<file path="config.mk">
export PLATFORM = sky130hd
export DESIGN_NAME = osc_voice_mixer
export DESIGN_NICKNAME = d
export VERILOG_FILES = /design/src/rtl/osc_voice_mixer.sv
export SDC_FILE = /design/constraint.sdc
export NUM_CORES = 1
export LEC_CHECK = 0
export ABC_AREA = 1
export CORE_MARGIN = 2
export CORE_UTILIZATION = 55
export CTS_CLUSTER_DIAMETER = 200
export DETAILED_ROUTE_END_ITERATION = 10
export PLACE_DENSITY = 0.86
export SLEW_MARGIN = 5
export SYNTH_ARGS = -nofsm -noshare
export SYNTH_HDL_FRONTEND = slang
export SYNTH_SLANG_ARGS = --single-unit
</file>
<file path="constraint.sdc">
create_clock -name sCLK_XVXOSC -period 6.7 [get_ports sCLK_XVXOSC]
set_input_delay 1.34 -clock sCLK_XVXOSC [delete_from_list [all_inputs] [get_ports sCLK_XVXOSC]]
set_output_delay 1.34 -clock sCLK_XVXOSC [all_outputs]
set_load 0.1 [all_outputs]
</file>
<file path="src/rtl/osc_voice_mixer.sv">
// Level-scales time-multiplexed oscillator samples and sums the V_OSC oscillators of each voice.
// Optional: define OSC_VOICE_MIXER_SAT_EN to clip voice_out to the signed 17-bit range.
module osc_voice_mixer #(
    parameter int VOICES  = 8,
    parameter int V_OSC   = 4,
    parameter int V_WIDTH = 3,
    parameter int O_WIDTH = 2
) (
    input  logic                       sCLK_XVXOSC,
    input  logic                       reset_reg,
    input  logic signed [16:0]         sine_in,
    input  logic                       sine_valid,
    input  logic [V_WIDTH-1:0]         sine_vx,
    input  logic [O_WIDTH-1:0]         sine_ox,
    input  logic [V_OSC*8-1:0]         osc_level,
    input  logic [VOICES-1:0]          voice_free,
    input  logic                       err_clr,
    output logic signed [16+O_WIDTH:0] voice_out,
    output logic [V_WIDTH-1:0]         voice_out_vx,
    output logic                       voice_out_valid,
    output logic                       seq_err
);
    localparam int SW = 17 + O_WIDTH;

    typedef enum logic {IDLE, ACCUM} state_t;

    logic [7:0]          level_sel;
    logic signed [25:0]  full_prod;
    logic signed [16:0]  prod_d, s1_prod_q;
    logic                s1_valid_q;
    logic [V_WIDTH-1:0]  s1_vx_q;
    logic [O_WIDTH-1:0]  s1_ox_q;

    state_t              state_q, state_d;
    logic signed [SW-1:0] acc_q, acc_d, prod_ext, sum, emit_val;
    logic [O_WIDTH-1:0]  exp_ox_q, exp_ox_d;
    logic [V_WIDTH-1:0]  cur_vx_q, cur_vx_d, emit_vx;
    logic                emit, err_set, start, match;

    logic signed [SW-1:0] voice_out_q, voice_out_d;
    logic [V_WIDTH-1:0]  voice_out_vx_q, voice_out_vx_d;
    logic                valid_q, seq_err_q, seq_err_d;

    function automatic logic signed [SW-1:0] clip(input logic signed [SW-1:0] v);
`ifdef OSC_VOICE_MIXER_SAT_EN
        logic signed [SW-1:0] max_v, min_v;
        max_v = 65535;
        min_v = -65536;
        if (v > max_v) return max_v;
        if (v < min_v) return min_v;
        return v;
`else
        return v;
`endif
    endfunction

    // Stage 1: the level is treated as unsigned, so a zero MSB is prepended before the signed multiply.
    always_comb begin
        level_sel = osc_level[{sine_ox, 3'b000} +: 8];
        full_prod = sine_in * $signed({1'b0, level_sel});
        prod_d    = voice_free[sine_vx] ? 17'sd0 : 17'(full_prod >>> 8);
    end

    always_ff @(posedge sCLK_XVXOSC) begin
        if (reset_reg) begin
            s1_valid_q <= 1'b0;
            s1_prod_q  <= '0;
            s1_vx_q    <= '0;
            s1_ox_q    <= '0;
        end else begin
            s1_valid_q <= sine_valid;
            if (sine_valid) begin
                s1_prod_q <= prod_d;
                s1_vx_q   <= sine_vx;
                s1_ox_q   <= sine_ox;
            end
        end
    end

    always_comb begin
        prod_ext = SW'(s1_prod_q);
        sum      = acc_q + prod_ext;
        match    = (s1_ox_q == exp_ox_q) && (s1_vx_q == cur_vx_q);
        state_d  = state_q;
        acc_d    = acc_q;
        exp_ox_d = exp_ox_q;
        cur_vx_d = cur_vx_q;
        emit     = 1'b0;
        emit_val = sum;
        emit_vx  = cur_vx_q;
        err_set  = 1'b0;
        start    = 1'b0;
        if (s1_valid_q) begin
            case (state_q)
                IDLE: begin
                    if (s1_ox_q == '0) start = 1'b1;
                    else               err_set = 1'b1;
                end
                ACCUM: begin
                    if (match) begin
                        acc_d    = sum;
                        exp_ox_d = exp_ox_q + 1'b1;
                        if (s1_ox_q == O_WIDTH'(V_OSC - 1)) begin
                            emit    = 1'b1;
                            state_d = IDLE;
                        end
                    end else begin
                        err_set = 1'b1;
                        acc_d   = '0;
                        state_d = IDLE;
                        if (s1_ox_q == '0) start = 1'b1;
                    end
                end
                default: state_d = IDLE;
            endcase
            // A slot at ox 0 opens a new group, whether from IDLE or after an ordering fault.
            if (start) begin
                acc_d    = prod_ext;
                cur_vx_d = s1_vx_q;
                exp_ox_d = O_WIDTH'(1);
                if (V_OSC == 1) begin
                    emit     = 1'b1;
                    emit_val = prod_ext;
                    emit_vx  = s1_vx_q;
                    state_d  = IDLE;
                end else begin
                    state_d  = ACCUM;
                end
            end
        end
        voice_out_d    = emit ? clip(emit_val) : voice_out_q;
        voice_out_vx_d = emit ? emit_vx : voice_out_vx_q;
        seq_err_d      = err_set | (seq_err_q & ~err_clr);
    end

    always_ff @(posedge sCLK_XVXOSC) begin
        if (reset_reg) begin
            state_q        <= IDLE;
            acc_q          <= '0;
            exp_ox_q       <= '0;
            cur_vx_q       <= '0;
            voice_out_q    <= '0;
            voice_out_vx_q <= '0;
            valid_q        <= 1'b0;
            seq_err_q      <= 1'b0;
        end else begin
            state_q        <= state_d;
            acc_q          <= acc_d;
            exp_ox_q       <= exp_ox_d;
            cur_vx_q       <= cur_vx_d;
            voice_out_q    <= voice_out_d;
            voice_out_vx_q <= voice_out_vx_d;
            valid_q        <= emit;
            seq_err_q      <= seq_err_d;
        end
    end

    assign voice_out       = voice_out_q;
    assign voice_out_vx    = voice_out_vx_q;
    assign voice_out_valid = valid_q;
    assign seq_err         = seq_err_q;

endmodule

</file>
==> flow_metrics.env, run 1 <==
export IMPL_cts_inserted_buffers=9
export IMPL_cp_end_kind="register"
export IMPL_drt_vias_per_instance=5.437
export IMPL_synthFlopType="dfxtp_1"
export IMPL_worst_path_buf_inv=7
export IMPL_initial_core_util=0.5550
export IMPL_cts_max_path_buffers=2
export IMPL_final_min_clock_period_ns=6.307
export IMPL_yosysSeqAreaShare=0.1653
export IMPL_synth_area_sq_um=8721
export IMPL_port_buffers=89
export IMPL_finalCritPeriodShare=0.9414
export IMPL_ys_ff_latch=72
export IMPL_initialDrtViolationCount=712
export IMPL_fin_tns_setup_ns=0
export IMPL_synth_cell_types=50
export IMPL_crit_end="s1_prod_q[14]"
export IMPL_synthArstFlopShare=0
export IMPL_critPathMaxStageDelay_ns=0.52
export IMPL_syn_num_nets=1436
export IMPL_root_buffer="clkbuf_16"
export IMPL_antenna_left=0
export IMPL_grt_setup_unrepaired="no"
export IMPL_synth_common_cells="nand2_1 (234), inv_1 (209), nor2_1 (160), fa_1 (106), a21oi_1 (76)"
export IMPL_hold_buffers=0
export IMPL_dieHeight_um=129.9
export IMPL_cts_tree="built"
export IMPL_crit_fanout=17
export IMPL_core_area_sq_um=15710
export IMPL_slew_headroom=0.2152
export IMPL_holdWs_ns=0.4606
export IMPL_r2r_end="acc_q[12]"
export IMPL_grt_pass1_wl_mm=36.78
export IMPL_setup_violations=0
export IMPL_fmax_mhz=158.6
export IMPL_crit_start="sine_ox[0]"
export IMPL_ioPinCount=90
export IMPL_synth_edff_count=0
export IMPL_syn_inst=1201
export IMPL_clk_latency_ns=0.34
export IMPL_crit_arrival_ns=6.49
export IMPL_grt_max_degree=46
export IMPL_clk_pin_slew_ns=0.06
export IMPL_via_count=8194
export IMPL_yosys_area_top_type="fa_1"
export IMPL_dieArea_sq_um=16880
export IMPL_first_global_vias=8016
export IMPL_max_cap_viol_count=0
export IMPL_hold_path_class="reg2reg"
export IMPL_p_per_area_nw_per_um2=384.2
export IMPL_cellLeakagePower_nw=4.982
export IMPL_clock_sinks=72
export IMPL_synth_most_common_cell="nand2_1"
export IMPL_firstDrtPassIters=5
export IMPL_finalClockSkew_ns=0.007216
export IMPL_power_frac_clock=0.128
export IMPL_irDropWorstVdd_uv=363.5
export IMPL_antenna_found_initial=0
export IMPL_crit_top_cell="nand2_1"
export IMPL_switching_power_mw=2.065
export IMPL_drv_slew=0
export IMPL_seqPwrFrac=0.132
export IMPL_power_internal_mw=1.840
export IMPL_postCtsSetupBuffers=0
export IMPL_tightest_slew_ns=1.176
export IMPL_cts_resized=0
export IMPL_rows=46
export IMPL_diodes=0
export IMPL_reg2reg_slack_ns=4.06
export IMPL_critPathKind="in2reg"
export IMPL_fillers=1343
export IMPL_synthTopCellsByArea="fa_1 (24%), dfxtp_1 (17%), nand2_1 (10%), ha_1 (9.0%), inv_1 (9.0%)"
export IMPL_finalHoldViolCount=0
export IMPL_grt_ovfl_total=0
export IMPL_cts_max_level=3
export IMPL_crit_path_start_kind="input pin"
export IMPL_area_growth_pct=16.54
export IMPL_p_comb_frac=0.740
export IMPL_die_w_um=129.9
export IMPL_netlist_area_leader_share=0.2433
export IMPL_syn_avg_cell_area_sq_um=7.261
export IMPL_hpwl_mm=17.55
export IMPL_layout_drive_gt1_share=0.05500
export IMPL_fin_nets=1521
export IMPL_cp_depth=25
export IMPL_status="finished, final reports clean"
export IMPL_worstRegToRegCells=15
export IMPL_globalRouteTotalUtil=0.2717
export IMPL_crit_slowest_cell="fa_1"
export IMPL_drc=0
export IMPL_utilization=0.6468
export IMPL_ys_warn_count=0
export IMPL_wl_mm=21.99
export IMPL_gp_congestion=0.9839
export IMPL_min_from="seq_err"
export IMPL_switching_share=0.5289
export IMPL_r2r_start="s1_prod_q[0]"
export IMPL_path_delay_family="adder cells"
export IMPL_required_ns=6.88
export IMPL_wl_per_cell_um=14.59
per-layer routing:
layer,up-vias,track usage,routed length [um]
met5,-,0,0
met4,0,0.07717,595
met3,50,0.06273,1742
met2,332,0.4595,10290
met1,3867,0.3506,9360
li1,3945,-,-
metrics by stage:
| stage | total power, mW | worst slack, ns | instances | area, sq um |
|---|---|---|---|---|
| after floorplan | 2.693 | 0.8199 | 1201 | 8721 |
| after global placement | 3.270 | 0.1552 | 1490 | 9831 |
| after detailed placement | 3.353 | 0.01583 | 1490 | 9831 |
| after CTS | 3.867 | 0.3656 | 1506 | 10140 |
| after global routing | 4.398 | 0.002860 | 1507 | 10160 |
| final | 3.905 | 0.3930 | 1507 | 10160 |
sequential cells by signal, indices dropped and copies added, names as in the netlist:
| signal | count |
|---|---|
| cur_vx_q | 3 |
| s1_vx_q | 3 |
| voice_out_vx | 3 |
| exp_ox_q | 2 |
| acc_q | 19 |
| s1_prod_q | 17 |
| voice_out | 19 |
| voice_out_valid | 1 |
| s1_ox_q | 2 |
| seq_err | 1 |
| s1_valid_q | 1 |
| state_q | 1 |
how the worst min path moves through the flow:
stage                                 end  slack (ns)  cells past startpoint
after floorplan           voice_out_vx[2]        0.45                      2
after global placement            seq_err        0.45                      2
after detailed placement          seq_err        0.46                      2
after CTS                         seq_err        0.47                      2
after global routing              seq_err        0.50                      2
final                             seq_err        0.46                      2
power by group through the flow:
stage	registers, mW	clock network [mW]	logic (mW)
after global routing	0.519	0.525	3.35
after floorplan	0.510	0	2.18
after global placement	0.522	0	2.75
after detailed placement	0.523	0	2.83
final	0.516	0.501	2.89
after CTS	0.514	0.503	2.85
final cells by class:
| cell class | count | area [sq um] | share of cell area |
|---|---|---|---|
| well taps | 216 | 270.3 | 0.02659 |
| clock inverters | 7 | 87.58 | 0.008618 |
| repair inverters | 1 | 7.507 | 0.0007386 |
| multi-input cells | 882 | 6296 | 0.6195 |
| repair buffers | 105 | 1011 | 0.09947 |
| inverters | 215 | 824.5 | 0.08113 |
| flip-flops and latches | 72 | 1441 | 0.1418 |
| clock buffers | 9 | 225.2 | 0.02216 |
logic make-up (layout without fill, tap and decap cells):
kind of cell,Yosys count,after routing,share of synthesized area
compound gates,204,204,0.1300
xor+xnor,23,23,0.02310
fa+ha+maj,169,169,0.3337
buf+inv,247,337,0.1133
flops,72,72,0.1653
simple gates,486,486,0.2346
tightest hold or removal path: stages (launching register included):
cell and delay [ns]:
dfxtp_1 0.31, nand2_1 0.06, a21oi_1 0.05
cells in the final DEF (no fill, tap or decap), types with 16 or more instances in the layout:
cell,count
nor2_1,160
fa_1,106
nand2_1,232
a21oi_1,76
clkdlybuf4s50_1,89
buf_4,16
dfxtp_1,72
nand3_1,45
inv_1,207
o21ai_0,73
ha_1,63
Power figures use the tool's default switching activity.
==> inputs of run 2 (changes only) <==
==> constraint.sdc (replaced) <==
create_clock -name sCLK_XVXOSC -period 6.7 [get_ports sCLK_XVXOSC]
set_input_delay 2.01 -clock sCLK_XVXOSC [delete_from_list [all_inputs] [get_ports sCLK_XVXOSC]]
set_output_delay 2.01 -clock sCLK_XVXOSC [all_outputs]
set_load 0.1 [all_outputs]
==> flow_metrics.env, run 2 (synthesized netlist as in run 1, its figures left out) <==
export IMPL_status="finished, final reports clean"
export IMPL_first_global_vias=8611
export IMPL_cts_tree="built"
export IMPL_clk_pin_slew_ns=0.05
export IMPL_cellLeakagePower_nw=5.430
export IMPL_crit_start="osc_level[10]"
export IMPL_setup_ws_ns=0.1673
export IMPL_grt_max_degree=46
export IMPL_cts_inserted_buffers=9
export IMPL_irDropWorstVdd_uv=554.9
export IMPL_crit_path_start_kind="input pin"
export IMPL_via_count=8753
export IMPL_slew_headroom=0.1761
export IMPL_critPathKind="in2reg"
export IMPL_root_buffer="clkbuf_16"
export IMPL_hpwl_mm=18.64
export IMPL_drc=0
export IMPL_wl_mm=24.67
export IMPL_reg2reg_slack_ns=4.02
export IMPL_cts_max_path_buffers=2
export IMPL_drt_vias_per_instance=5.522
export IMPL_layout_drive_gt1_share=0.1402
export IMPL_initialDrtViolationCount=706
export IMPL_max_cap_viol_count=0
export IMPL_core_area_sq_um=15710
export IMPL_firstDrtPassIters=7
export IMPL_gp_congestion=0.9223
export IMPL_clock_sinks=72
export IMPL_finalHoldViolCount=0
export IMPL_dpl_worst_slack_ns=-0.4787
export IMPL_tightest_slew_ns=1.228
export IMPL_diodes=0
export IMPL_fin_nets=1599
export IMPL_drv_slew=0
export IMPL_finalClockSkew_ns=0.006306
export IMPL_hold_path_class="reg2reg"
export IMPL_r2r_start="s1_prod_q[0]"
export IMPL_finalCritPeriodShare=0.9750
export IMPL_area_growth_pct=27.04
export IMPL_wl_met2_mm=12.07
export IMPL_fin_tns_setup_ns=0
export IMPL_grt_pass1_wl_mm=38.84
export IMPL_antenna_found_initial=0
export IMPL_crit_arrival_ns=6.78
export IMPL_ioPinCount=90
export IMPL_worstRegToRegCells=15
export IMPL_fmax_mhz=153.1
export IMPL_final_cell_mix="nand2_1 (224), inv_1 (206), nor2_1 (155)"
export IMPL_rows=46
export IMPL_setup_violations=0
export IMPL_power_total_mw=5.379
export IMPL_grt_ovfl_total=0
export IMPL_p_per_area_nw_per_um2=485.5
export IMPL_cts_max_level=3
export IMPL_wl_met3_mm=1.747
export IMPL_r2r_end="acc_q[12]"
export IMPL_hold_buffers=0
export IMPL_dieHeight_um=129.9
export IMPL_highest_layer="met4"
export IMPL_holdWs_ns=0.4807
export IMPL_globalRouteTotalUtil=0.2845
export IMPL_crit_end="s1_prod_q[9]"
export IMPL_cp_end_kind="register"
export IMPL_crit_fanout=12
export IMPL_antenna_left=0
export IMPL_required_ns=6.95
export IMPL_dieArea_sq_um=16880
export IMPL_clk_latency_ns=0.34
export IMPL_port_buffers=89
export IMPL_initial_core_util=0.5550
export IMPL_wl_per_cell_um=15.56
export IMPL_utilization=0.7051
export IMPL_final_min_clock_period_ns=6.533
export IMPL_final_common_cell="nand2_1"
export IMPL_die_w_um=129.9
export IMPL_wl_met1_mm=10.05
## run 2: cell count changes in the layout (fill, tap and decap cells not counted), sizes merged
cell | before | now
inv | 215 | 214
buf | 16 | 94
clkbuf | 9 | 11
dlymetal6s2s | 0 | 1
clkinvlp | 5 | 1
clkinv | 2 | 5
dlygate4sd2 | 0 | 1
clkdlybuf4s50 | 89 | 87
## run 2: worst min path at each step
stage	slack, ns	cells past startpoint	from	endpoint
global route	0.50	2	voice_out[4]	voice_out[4]
CTS	0.48	2	voice_out[4]	voice_out[4]
detailed placement	0.46	2	voice_out[3]	voice_out[3]
finish	0.48	2	seq_err	seq_err
global placement	0.45	2	seq_err	seq_err
floorplan	0.45	2	cur_vx_q[2]	voice_out_vx[2]
## run 2: metrics by stage
step | cells | instance area [sq um]
after detailed placement | 1562 | 10410
after floorplan | 1201 | 8721
final | 1585 | 11080
after CTS | 1578 | 10750
after global routing | 1585 | 11080
after global placement | 1562 | 10410
## run 2: final cells by class
cell class	instances	area (sq um)
multi-input cells	882	6568
fillers	1129	4633
repair buffers	184	1672
flip-flops and latches	72	1441
inverters	215	824.5
well taps	216	270.3
clock buffers	10	239.0
clock inverters	6	65.06
## run 2: critical path, stage by stage
cell	delay, ns
clkdlybuf4s50_1	0.49
nand2_1	0.06
nand3_1	0.07
nand2_1	0.12
inv_2	0.10
buf_12	0.13
nand2_1	0.07
fa_1	0.54
inv_1	0.06
fa_1	0.48
fa_1	0.51
inv_1	0.07
fa_1	0.52
inv_1	0.06
ha_4	0.29
buf_4	0.13
nand2_2	0.08
o21a_1	0.22
o21ai_2	0.10
nand2_1	0.10
nand2_2	0.14
nand2_2	0.06
nand3_1	0.06
nand3_1	0.12
a21oi_1	0.19
## run 2: what timing repair did
action,CTS,global route
setup endpoints to repair,9,16
gates resized for setup,9,63
setup buffers,0,6
pin swaps,1,18
cloned,0,1
## run 2: routing by layer
layer,global-route usage,up-vias
li1,-,4101
met1,0.3582,4157
met2,0.5045,412
met3,0.04592,83
met4,0.08412,0
met5,0,-
## run 2: power breakdown
part / switching [mW] / leakage [nW] / total [mW] / internal (mW)
clock network: 0.188 / 0.149 / 0.488 / 0.299
logic: 2.41 / 4.69 / 4.38 / 1.96
registers: 0.0415 / 0.587 / 0.515 / 0.474
==> inputs of run 3 (changes only) <==
Clock period 6.7 ns to 6.5 ns, I/O delays scaled along.
==> flow_metrics.env, run 3 (synthesized netlist as in run 1, its figures left out) <==
export IMPL_cts_max_path_buffers=2
export IMPL_cts_tree="built"
export IMPL_antenna_left=0
export IMPL_status="finished, violations left"
export IMPL_worstHoldEndpoint="seq_err"
export IMPL_cts_max_level=3
export IMPL_initialDrtViolationCount=954
export IMPL_cts_inserted_buffers=9
export IMPL_hpwl_mm=18.43
export IMPL_cp_end_kind="register"
export IMPL_port_buffers=89
export IMPL_dieHeight_um=129.9
export IMPL_dp_cells=1567
export IMPL_tightest_slew_ns=1.331
export IMPL_fin_nets=1603
export IMPL_ioPinCount=90
export IMPL_switching_share=0.5040
export IMPL_slew_headroom=0.1064
export IMPL_dieArea_sq_um=16880
export IMPL_power_internal_mw=2.837
export IMPL_r2r_start="s1_prod_q[0]"
export IMPL_violations="negative setup slack"
export IMPL_p_comb_frac=0.828
export IMPL_final_common_cell="nand2_1"
export IMPL_dpl_worst_slack_ns=-0.5590
export IMPL_reg2reg_slack_ns=3.81
export IMPL_drt_vias_per_instance=5.542
export IMPL_setup_ws_ns=-0.02204
export IMPL_final_min_clock_period_ns=6.522
export IMPL_min_from="seq_err"
export IMPL_first_global_vias=8594
export IMPL_grt_pass1_wl_mm=39.76
export IMPL_critPathKind="in2reg"
export IMPL_rows=46
export IMPL_drv_slew=0
export IMPL_power_frac_clock=0.079
export IMPL_globalRouteTotalUtil=0.2930
export IMPL_cellLeakagePower_nw=5.424
export IMPL_crit_fanout=8
export IMPL_clk_pin_slew_ns=0.06
export IMPL_drc=0
export IMPL_clk_latency_ns=0.34
export IMPL_seqPwrFrac=0.093
export IMPL_holdPathStages=2
export IMPL_finalCritPeriodShare=1.003
export IMPL_worstRegToRegCells=15
export IMPL_finalClockSkew_ns=0.004804
export IMPL_crit_arrival_ns=6.79
export IMPL_irDropWorstVdd_uv=449.5
export IMPL_crit_path_start_kind="input pin"
export IMPL_wl_mm=25.15
export IMPL_wl_per_cell_um=15.83
export IMPL_initial_core_util=0.5550
export IMPL_final_cell_mix="nand2_1 (219), inv_1 (202), nor2_1 (156)"
export IMPL_r2r_end="acc_q[12]"
export IMPL_fillers=1110
export IMPL_instances_no_fill=1589
export IMPL_root_buffer="clkbuf_16"
export IMPL_setup_violations=1
export IMPL_required_ns=6.77
export IMPL_max_cap_viol_count=0
export IMPL_hold_path_class="reg2reg"
export IMPL_fmax_mhz=153.3
export IMPL_area_growth_pct=28.11
export IMPL_switching_power_mw=2.883
export IMPL_diodes=0
export IMPL_p_per_area_nw_per_um2=512.0
export IMPL_grt_ovfl_total=0
export IMPL_via_count=8807
export IMPL_grt_max_degree=46
export IMPL_die_w_um=129.9
export IMPL_firstDrtPassIters=6
export IMPL_core_area_sq_um=15710
export IMPL_utilization=0.7110
export IMPL_layout_drive_gt1_share=0.1602
export IMPL_grt_setup_unrepaired="yes"
export IMPL_gp_congestion=0.9269
export IMPL_clock_sinks=72
export IMPL_finalHoldViolCount=0
export IMPL_antenna_found_initial=0
## run 3: changes by cell type in the layout (fill, tap and decap cells not counted), sizes merged
cell           delta
clkinvlp          +1
buf               +5
clkbuf            -1
bufinv            -1
clkdlybuf4s15     +1
dlymetal6s2s      -1
## run 3: layer usage
metal,up-vias,share of wire,GRT usage
li1,4103,-,-
met1,4155,0.40,0.3813
met2,457,0.48,0.5072
met3,92,0.078,0.04838
met4,0,0.035,0.08033
met5,-,0,0
## run 3: area by class of cell
class / count / area (sq um) / share of cell area
Clock buffer: 10 / 229.0 / 0.02049
Clock inverter: 6 / 42.54 / 0.003808
Inverter: 215 / 827.0 / 0.07403
Multi-Input combinational cell: 882 / 6681 / 0.5980
Sequential cell: 72 / 1441 / 0.1290
Tap cell: 216 / 270.3 / 0.02419
Timing Repair Buffer: 188 / 1680 / 0.1504
## run 3: power groups by stage
stage	Combinational [mW]	Clock, mW	Sequential [mW]
6_report	4.73	0.453	0.532
5_1_grt	5.18	0.475	0.535
4_1_cts	4.05	0.455	0.530
3_5_place_dp	3.72	0	0.539
3_3_place_gp	3.59	0	0.537
2_1_floorplan	2.25	0	0.526
## run 3: how the worst max path moves through the flow
stage	start	to	slack [ns]
2_1_floorplan	sine_ox[0]	s1_prod_q[14]	0.01
3_3_place_gp	sine_ox[1]	s1_prod_q[9]	-0.42
3_5_place_dp	sine_ox[0]	s1_prod_q[15]	-0.56
4_1_cts	sine_ox[0]	s1_prod_q[14]	0.15
5_1_grt	sine_ox[1]	s1_prod_q[10]	-0.16
6_report	osc_level[28]	s1_prod_q[10]	-0.02
## run 3: repair_timing
item                       in CTS  in global routing
setup endpoints to repair      13                 16
resized for setup              47                 54
hold buffers                    0                  0
buffers inserted                1                  5
pin swaps                      16                 34
## run 3: worst max-delay path, cell delays in order
cell	delay, ns
clkdlybuf4s50_1	0.48
nand2_1	0.08
nand3_1	0.11
nand2_2	0.11
buf_6	0.16
nor2_1	0.13
fa_1	0.45
fa_1	0.47
fa_1	0.55
inv_1	0.06
fa_1	0.53
inv_1	0.08
ha_4	0.27
a21oi_1	0.25
o21ai_0	0.15
a21oi_1	0.19
nand2_2	0.11
nand2_2	0.09
nand2_1	0.09
a21boi_1	0.20
o21ai_0	0.15
a21oi_1	0.13
## run 3: through the flow
| step | hold slack [ns] | power [mW] | instance area (sq um) | TNS, ns |
|---|---|---|---|---|
| floorplan | 0.4548 | 2.776 | 8721 | 0 |
| global placement | 0.4527 | 4.131 | 10430 | -5.312 |
| CTS | 0.4668 | 5.031 | 10920 | 0 |
| finish | 0.4675 | 5.720 | 11170 | -0.02204 |
| global route | 0.4897 | 6.186 | 11170 | -0.6651 |
| detailed placement | 0.4600 | 4.257 | 10430 | -7.168 |
